--- src/rtl/vote_pkg.sv ---
// Shared definitions for the ballot collector: class codes, default sizes
// and the collector state encoding.
`timescale 1ns/1ps
package vote_pkg;

    // Ballot class codes carried on in_class
    localparam logic [1:0] CLS_NP   = 2'd0;
    localparam logic [1:0] CLS_VIP  = 2'd1;
    localparam logic [1:0] CLS_VVIP = 2'd2;
    localparam logic [1:0] CLS_BAD  = 2'd3;

    // Default voter population sizes
    localparam int NP_N_DEF  = 32;
    localparam int VIP_N_DEF = 8;

    // Collector state: gathering ballots, or presenting a frozen round
    typedef enum logic {
        COLLECT = 1'b0,
        PRESENT = 1'b1
    } state_e;

endpackage

--- src/rtl/vote_decode.sv ---
// Combinational ballot address decoder: turns a class/index pair into a
// one-hot set mask for exactly one bitmap, or flags the ballot illegal.
`timescale 1ns/1ps
module vote_decode
    import vote_pkg::*;
#(
    parameter int NP_N  = NP_N_DEF,
    parameter int VIP_N = VIP_N_DEF
)
(
    input  logic [1:0]       in_class,
    input  logic [4:0]       in_id,
    output logic [NP_N-1:0]  np_hit,
    output logic [VIP_N-1:0] vip_hit,
    output logic             vvip_hit,
    output logic             illegal
);

    localparam logic [NP_N-1:0]  NP_ONE  = {{(NP_N-1){1'b0}}, 1'b1};
    localparam logic [VIP_N-1:0] VIP_ONE = {{(VIP_N-1){1'b0}}, 1'b1};

    // Map the ballot address onto one bitmap bit; anything out of range is illegal
    always_comb begin
        np_hit   = '0;
        vip_hit  = '0;
        vvip_hit = 1'b0;
        illegal  = 1'b0;
        case (in_class)
            CLS_NP: begin
                if (int'(in_id) < NP_N) begin
                    np_hit = NP_ONE << in_id;
                end else begin
                    illegal = 1'b1;
                end
            end
            CLS_VIP: begin
                if (int'(in_id) < VIP_N) begin
                    vip_hit = VIP_ONE << in_id;
                end else begin
                    illegal = 1'b1;
                end
            end
            CLS_VVIP: begin
                if (in_id == 5'd0) begin
                    vvip_hit = 1'b1;
                end else begin
                    illegal = 1'b1;
                end
            end
            default: begin
                illegal = 1'b1;
            end
        endcase
    end

endmodule

--- src/rtl/vote_ballot_collector.sv ---
// Ballot collector: accumulates serial ballots into np/vip/vvip bitmaps,
// freezes them on close and hands them to the voter under out_valid/out_ready.
`timescale 1ns/1ps
module vote_ballot_collector
    import vote_pkg::*;
#(
    parameter int NP_N  = NP_N_DEF,
    parameter int VIP_N = VIP_N_DEF,
    parameter int CNT_W = 8
)
(
    input  logic             clk,
    input  logic             reset,
    input  logic             in_valid,
    output logic             in_ready,
    input  logic [1:0]       in_class,
    input  logic [4:0]       in_id,
    input  logic             in_vote,
    input  logic             close,
    output logic [NP_N-1:0]  np,
    output logic [VIP_N-1:0] vip,
    output logic             vvip,
    output logic             out_valid,
    input  logic             out_ready,
    output logic             err,
    output logic [CNT_W-1:0] round_cnt
);

    localparam logic [CNT_W-1:0] CNT_ONE = {{(CNT_W-1){1'b0}}, 1'b1};

    state_e             state_r;
    state_e             state_nxt_s;
    logic [NP_N-1:0]    np_r;
    logic [NP_N-1:0]    np_nxt_s;
    logic [VIP_N-1:0]   vip_r;
    logic [VIP_N-1:0]   vip_nxt_s;
    logic               vvip_r;
    logic               vvip_nxt_s;
    logic               err_r;
    logic               err_nxt_s;
    logic [CNT_W-1:0]   round_cnt_r;
    logic [CNT_W-1:0]   round_cnt_nxt_s;

    logic [NP_N-1:0]    np_hit_s;
    logic [VIP_N-1:0]   vip_hit_s;
    logic               vvip_hit_s;
    logic               illegal_s;
    logic               in_ready_s;
    logic               accept_s;

    vote_decode #(
        .NP_N  (NP_N),
        .VIP_N (VIP_N)
    ) u_decode (
        .in_class (in_class),
        .in_id    (in_id),
        .np_hit   (np_hit_s),
        .vip_hit  (vip_hit_s),
        .vvip_hit (vvip_hit_s),
        .illegal  (illegal_s)
    );

    assign in_ready_s = (state_r == COLLECT);
    assign accept_s   = in_valid & in_ready_s;

    // Next-state and next-bitmap logic for the collect/present handshake
    always_comb begin
        state_nxt_s     = state_r;
        np_nxt_s        = np_r;
        vip_nxt_s       = vip_r;
        vvip_nxt_s      = vvip_r;
        err_nxt_s       = 1'b0;
        round_cnt_nxt_s = round_cnt_r;
        case (state_r)
            COLLECT: begin
                if (accept_s) begin
                    if (illegal_s) begin
                        err_nxt_s = 1'b1;
                    end else if (in_vote) begin
                        np_nxt_s   = np_r | np_hit_s;
                        vip_nxt_s  = vip_r | vip_hit_s;
                        vvip_nxt_s = vvip_r | vvip_hit_s;
                    end else begin
                        np_nxt_s   = np_r & ~np_hit_s;
                        vip_nxt_s  = vip_r & ~vip_hit_s;
                        vvip_nxt_s = vvip_r & ~vvip_hit_s;
                    end
                end else begin
                    err_nxt_s = 1'b0;
                end
                // A ballot accepted alongside close still lands in this round
                if (close) begin
                    state_nxt_s = PRESENT;
                end else begin
                    state_nxt_s = COLLECT;
                end
            end
            PRESENT: begin
                if (out_ready) begin
                    np_nxt_s        = '0;
                    vip_nxt_s       = '0;
                    vvip_nxt_s      = 1'b0;
                    round_cnt_nxt_s = round_cnt_r + CNT_ONE;
                    state_nxt_s     = COLLECT;
                end else begin
                    state_nxt_s = PRESENT;
                end
            end
            default: begin
                state_nxt_s = COLLECT;
            end
        endcase
    end

    // State, bitmap, error and round counter registers
    always_ff @(posedge clk or negedge reset) begin
        if (!reset) begin
            state_r     <= COLLECT;
            np_r        <= '0;
            vip_r       <= '0;
            vvip_r      <= 1'b0;
            err_r       <= 1'b0;
            round_cnt_r <= '0;
        end else begin
            state_r     <= state_nxt_s;
            np_r        <= np_nxt_s;
            vip_r       <= vip_nxt_s;
            vvip_r      <= vvip_nxt_s;
            err_r       <= err_nxt_s;
            round_cnt_r <= round_cnt_nxt_s;
        end
    end

    assign in_ready  = in_ready_s;
    assign out_valid = (state_r == PRESENT);
    assign np        = np_r;
    assign vip       = vip_r;
    assign vvip      = vvip_r;
    assign err       = err_r;
    assign round_cnt = round_cnt_r;

endmodule

--- config.mk ---
export PLATFORM = sky130hd
export DESIGN_NAME = vote_ballot_collector
export DESIGN_NICKNAME = d
export VERILOG_FILES = /design/src/rtl/vote_pkg.sv /design/src/rtl/vote_decode.sv /design/src/rtl/vote_ballot_collector.sv
export SDC_FILE = /design/constraint.sdc
export NUM_CORES = 1
export LEC_CHECK = 0
export CAP_MARGIN = 10
export CORE_ASPECT_RATIO = 1.75
export CORE_UTILIZATION = 41
export CTS_BUF_LIST = sky130_fd_sc_hd__clkbuf_4 sky130_fd_sc_hd__clkbuf_8 sky130_fd_sc_hd__clkbuf_16
export CTS_CLUSTER_SIZE = 28
export DETAILED_ROUTE_END_ITERATION = 10
export PLACE_DENSITY = 0.7
export SLEW_MARGIN = 20
export SYNTH_ARGS = -nofsm -noshare
export SYNTH_HDL_FRONTEND = slang
export SYNTH_SLANG_ARGS = --single-unit
--- constraint.sdc ---
create_clock -name clk -period 1.5 [get_ports clk]
set_input_delay 0.3 -clock clk [delete_from_list [all_inputs] [get_ports clk]]
set_output_delay 0.3 -clock clk [all_outputs]
set_load 0.02 [all_outputs]
Word level (Yosys, flattened, before mapping)
Index checks and enable logic that the tools add are counted.
- muxes and demuxes: 29
- magnitude comparators: 1
- reductions and logical operators: 4
- add/subtract/negate cells: 1
- divide/modulo/power cells: 0
- shift operators: 2
- eq/ne operators: 5
- multiply operators: 0
- bitwise logic cells: 11
- operators by type and width (cell ; count):
    $mux 32 ; 5
    $pmux 32 s2 ; 1
    $mux 8 ; 6
    $and 32x32->32 ; 1
    $not 32->32 ; 1
    $or 32x32->32 ; 1
    $shl 1x5->32 const A ; 1
    $pmux 8 s2 ; 1
    $mux 1 ; 13
    $add 8x1->8 const B ; 1
    $and 8x8->8 ; 1
    $not 8->8 ; 1
    $or 8x8->8 ; 1
    $shl 1x5->8 const A ; 1
    $logic_not 5->1 ; 1
    $lt 5x4->1 const B ; 1
    $ne 2x2->1 const B ; 2
    $pmux 1 s2 ; 2
    $pmux 1 s3 ; 1
    $reduce_and 3->1 ; 1
    $and 1x1->1 ; 2
    $eq 2x1->1 const B ; 1
    $eq 2x2->1 const B ; 1
    $logic_not 2->1 ; 1
    other kinds (4) ; 5
- latch bits: 0
- bits in read-only memories: 0
- memories: 0
- bits in registers: 51
- bits of input ports: 13
- output and inout bits: 52
- bits in writable memories: 0
- word-level logic and storage cells: 59

Longest topological paths before layout
- word-level depth: 9
- mapped depth: 6
- mapped depth without buffers: 5

Cells and area by module
A second synthesis with hierarchy kept.
- cell total of the unflattened synthesis: 382
- area total of the unflattened synthesis: 3103.0 µm²
- by module, submodules not included (module ; instances ; area each (µm²) ; sequential area each (µm²) ; cells an instance):
    vote_ballot_collector ; 1 ; 2681.3 ; 1276.2 ; 310
    vote_decode ; 1 ; 421.7 ; 0.0 ; 72

Least setup slack after synthesis
Ideal clock, no wire load.
- path kind: in2reg
- start: in in_id[3]
- end: reg np_r[7], in the netlist np[7]
- setup slack: -153 ps
- data required time: 1374 ps
- setup time: 126 ps
- buffers on the path: 2
- cell stages on the path: 5
- arrival time: 1527 ps
- cells stage by stage: buf_4 or4_1 buf_2 o211a_1 a221o_1
- word-level cells in the longest chain between the ends: 8
- elaborated cells between the ends (all ways): 16
- those cells by class: 1 x order compare; 1 x eq/ne; 1 x shift; 8 x mux; 3 x bitwise; 2 x reduce/logical
- ends and longest elaborated chain (element ; line ; RTL):
    start: declaration ; vote_ballot_collector.sv:17 ; input logic [4:0] in_id,
    branches (longest 8 deep; another with $lt 5x4->1) ; - ;
    end signal: assignment ; vote_ballot_collector.sv:126 ; np_r <= np_nxt_s;
    end: declaration ; vote_ballot_collector.sv:33 ; logic [NP_N-1:0] np_r;
Parallel ways; which one is timed is not known. The select of a mux whose other input is x is not followed.
A chain may end at the register's enable or synchronous reset.

Worst setup path after layout
- start: in in_class[0]
- end: reg np_r[0], in the netlist np[0]
- word-level cells in the longest chain between the ends: 8
- elaborated cells between the ends (all ways): 14
- those cells by class: 3 x eq/ne; 6 x mux; 3 x bitwise; 2 x reduce/logical
- ends and longest elaborated chain (element ; line ; RTL):
    start: declaration ; vote_ballot_collector.sv:16 ; input logic [1:0] in_class,
    $logic_not 2->1 ; vote_decode.sv:28 ; case (in_class)
    $mux 32 ; vote_decode.sv:28 ;
    $not 32->32 ; vote_ballot_collector.sv:84 ; np_nxt_s = np_r & ~np_hit_s;
    $and 32x32->32 ; vote_ballot_collector.sv:84 ;
    $mux 32 ; vote_ballot_collector.sv:79 ; end else if (in_vote) begin
    $mux 32 ; vote_ballot_collector.sv:77 ; if (illegal_s) begin
    $mux 32 ; vote_ballot_collector.sv:76 ; if (accept_s) begin
    $pmux 32 s2 ; vote_ballot_collector.sv:74 ; case (state_r)
Several ways; a longest one is shown, not always the timed one. The select of a mux whose other input is x is not followed.

==> run_results.csv <==
group,metric,value,unit
yosys,synth-warning-count,0,
routing,routedWlPerCell,17.3,um
final_layout,drive_gt1_share,24.4,%
floorplanning,initial_core_util,42.2,%
sta,hold_ws,-9.22,ps
floorplanning,rows,39,
sta,tightest_slew,356,ps
worst_hold_path,holdCritPathClass,"primary input to async pin",
pwr,p_per_area,1570,nW/um2
routing,ant_nets,0,
sta,worst_slack,29.8,ps
critical_path,max_stage_delay,590,ps
clock_network,cts_tree,"built",
critical_path,path_delay_family,"simple AND/OR/NAND/NOR gates",
final_layout,areaGrowthSynthToFinish,46.6,%
final_layout,fin_util,61.9,%
critical_path,path_buf_inv,2,
sta,fmax,680,MHz
run,max-cap-violations,0,
place,io_buffers,64,
critical_path,cp_max_fo,6,
clock_network,hold_buffers,0,
pwr,p_leak,1.91,nW
yosys,synthesis.nets,284,
yosys,syn_inst,270,
yosys,synth-edff-count,0,
floorplanning,design.core.area,6490,um2
floorplanning,die_area,7020,um2
outcome,status,"finished with violations",
global_routing,grt_usage,23.6,%
routing,num_vias,2592,
yosys,synth_top_area_cell,"dfrtp_1",
yosys,ys_types,42,
floorplanning,die_h,110,um
global_routing,grt_pass1_vias,2495,
sta,finalHoldViolations,18,
place,place_area,3840,um2
sta,rsz0062_at_grt,"false",
critical_path,critPathSlowestCell,"or4_4",
yosys,synth_seq_area_share,46.6,%
yosys,syn_area,2740,um2
routing,drtIter0Drc,133,
sta,tns,0,ps
final_layout,num_antenna_cells,0,
floorplanning,io_pins,65,
critical_path,crit_type,"primary input to register",
critical_path,crit_path_cell_trace,"buf_2 -> buf_6 -> or4_4 -> o211a_1 -> a221o_1",
yosys,synth.area.top_cells,"dfrtp_1 47%, o211a_1 8.8%, a211o_1 5.4%, a221o_1 5.1%, nand2_1 2.9%",
global_routing,grt_overflow_total,0,
clock_network,cts_buffers,5,
routing,avgViaCountPerCell,5.65,
clock_network,clock_sinks,51,
place,place_congestion,0.895,
place,dp_slack,-665,ps
routing,drc,0,
yosys,ys.flop_type,"dfrtp_1",
yosys,async_reset_ff_share,100,%
pwr,vdd_drop_max,729,uV
clock_network,cts.clk_slew.worst_paths,70,ps
yosys,synth.avg_cell_area,10.1,um2
sta,fin_crit_sh,98.0,%
global_routing,antenna_found_initial,0,
floorplanning,die_x,63.8,um
final_layout,nets,390,
clock_network,h-tree-depth,2,
sta,clock_skew,3.50,ps
final_layout,fillers,575,
sta,max_slew_margin,76.2,%
clock_network,clk_latency,290,ps
sta,setup_violations,0,
global_routing,grt_max_degree,52,
global_routing,grt_pass1_wl,12500,um
critical_path,worstPathArrival,1650,ps
routing,drt_first_pass_iters,6,
final_layout,final_area,4020,um2
sta,maxSlewViolCount,0,
routing,drt_wl_total,7930,um
place,dp_hpwl,5630,um
yosys,synth_seq_cells,51,
critical_path,critPathCaptureType,"register",
critical_path,worst_setup_path_start_kind,"primary input",
clock_network,cts_buffer_depth,2,
yosys,synth_top_area_share,46.6,%
outcome,violations,"negative hold slack",
critical_path,crit_required,1680,ps
sta,min_period,1470,ps
clock_network,cts_root_buf,"clkbuf_16",
cells by family (layout without fill, tap and decap cells):
kind of cell             after synthesis  after routing  synth area share [%]
XOR/XNOR                               7              7                  2.24
AO/OA/AOI/OAI                         81             81                  25.9
flip-flops                            51             51                  46.6
buffers and inverters                 34            141                  5.39
adder cells (fa/ha/maj)                1              1                 0.457
AND/OR/NAND/NOR                       95             95                  19.0
multiplexers                           1              1                 0.411
cell usage in the layout (no fill, tap or decap), types with 5 or more instances in the layout:
| cell | synthesis | routed |
|---|---|---|
| dlygate4sd2_1 | 0 | 49 |
| a221o_1 | 14 | 14 |
| o211a_1 | 24 | 24 |
| nand2_1 | 21 | 20 |
| o21ai_1 | 5 | 5 |
| nor3_1 | 15 | 12 |
| inv_1 | 12 | 12 |
| o221ai_1 | 5 | 5 |
| buf_4 | 1 | 49 |
| nor3b_1 | 5 | 5 |
| and3_1 | 5 | 5 |
| a211o_1 | 17 | 17 |
| buf_2 | 6 | 6 |
| dfrtp_1 | 51 | 50 |
| a21oi_1 | 6 | 5 |
| clkbuf_16 | 0 | 5 |
| nor2_1 | 20 | 17 |
| nand3_1 | 7 | 7 |
final cells by class:
type	instances	area [um2]	share of cell area (%)
repair buffers	121	1050	26.1
flip-flops and latches	51	1280	31.8
well taps	82	103	2.55
multi-input cells	185	1380	34.4
clock inverters	1	7.51	0.187
clock buffers	7	153	3.80
inverters	12	45.0	1.12
registers in the layout, indices dropped and copies added, names as in the netlist:
name and count:
err 1, np 32, out_valid 1, round_cnt 8, vip 8, vvip 1
metrics by stage:
step	power, W	cells
after floorplan	0.00398	270
after global placement	0.00546	448
after detailed placement	0.00550	448
after CTS	0.00635	459
after global routing	0.00666	459
final	0.00632	459
synthesized netlist by cell type, drive strengths merged (6+ instances only):
cell / n
inv: 12
buf: 8
nand3: 7
o21ai: 7
dfrtp: 51
nor3: 15
a221o: 14
a21oi: 6
o211a: 24
nor2: 20
clkbuf: 14
nand2: 21
a211o: 17
power breakdown:
group	switching, W	total (W)	leakage (nW)	internal, W
clock network	0.000510	0.00122	0.0761	0.000711
registers	0.000470	0.00238	0.566	0.00191
logic	0.00144	0.00272	1.27	0.00128
routing by layer:
layer / track usage [%] / share of wire [%] / vias to the layer above
met2: 40.3 / 54 / 86
met1: 27.8 / 39 / 1256
met3: 3.50 / 4.3 / 16
met5: 0 / 0 / -
li1: - / - / 1234
met4: 13.8 / 2.9 / 0
worst paths after layout:
kind | endpoint | from | slack, ps | cells after the start
min in group clk | err | in_valid | 330 | 2
min | round_cnt[0] | reset | -9 | 2
max in group asynchronous | np[2] | reset | 1270 | 2
max reg2reg | np[24] | out_valid | 80 | 5
max | np[0] | in_class[0] | 30 | 5
min reg2reg | round_cnt[7] | round_cnt[7] | 480 | 1
what timing repair did:
| action | 4_1_cts | 5_1_grt |
|---|---|---|
| cloned | 1 | 0 |
| setup buffers | 2 | 0 |
| pin swaps | 5 | 5 |
| endpoints found under the setup margin | 92 | 43 |
| resized for setup | 82 | 18 |
Power figures use the tool's default switching activity.
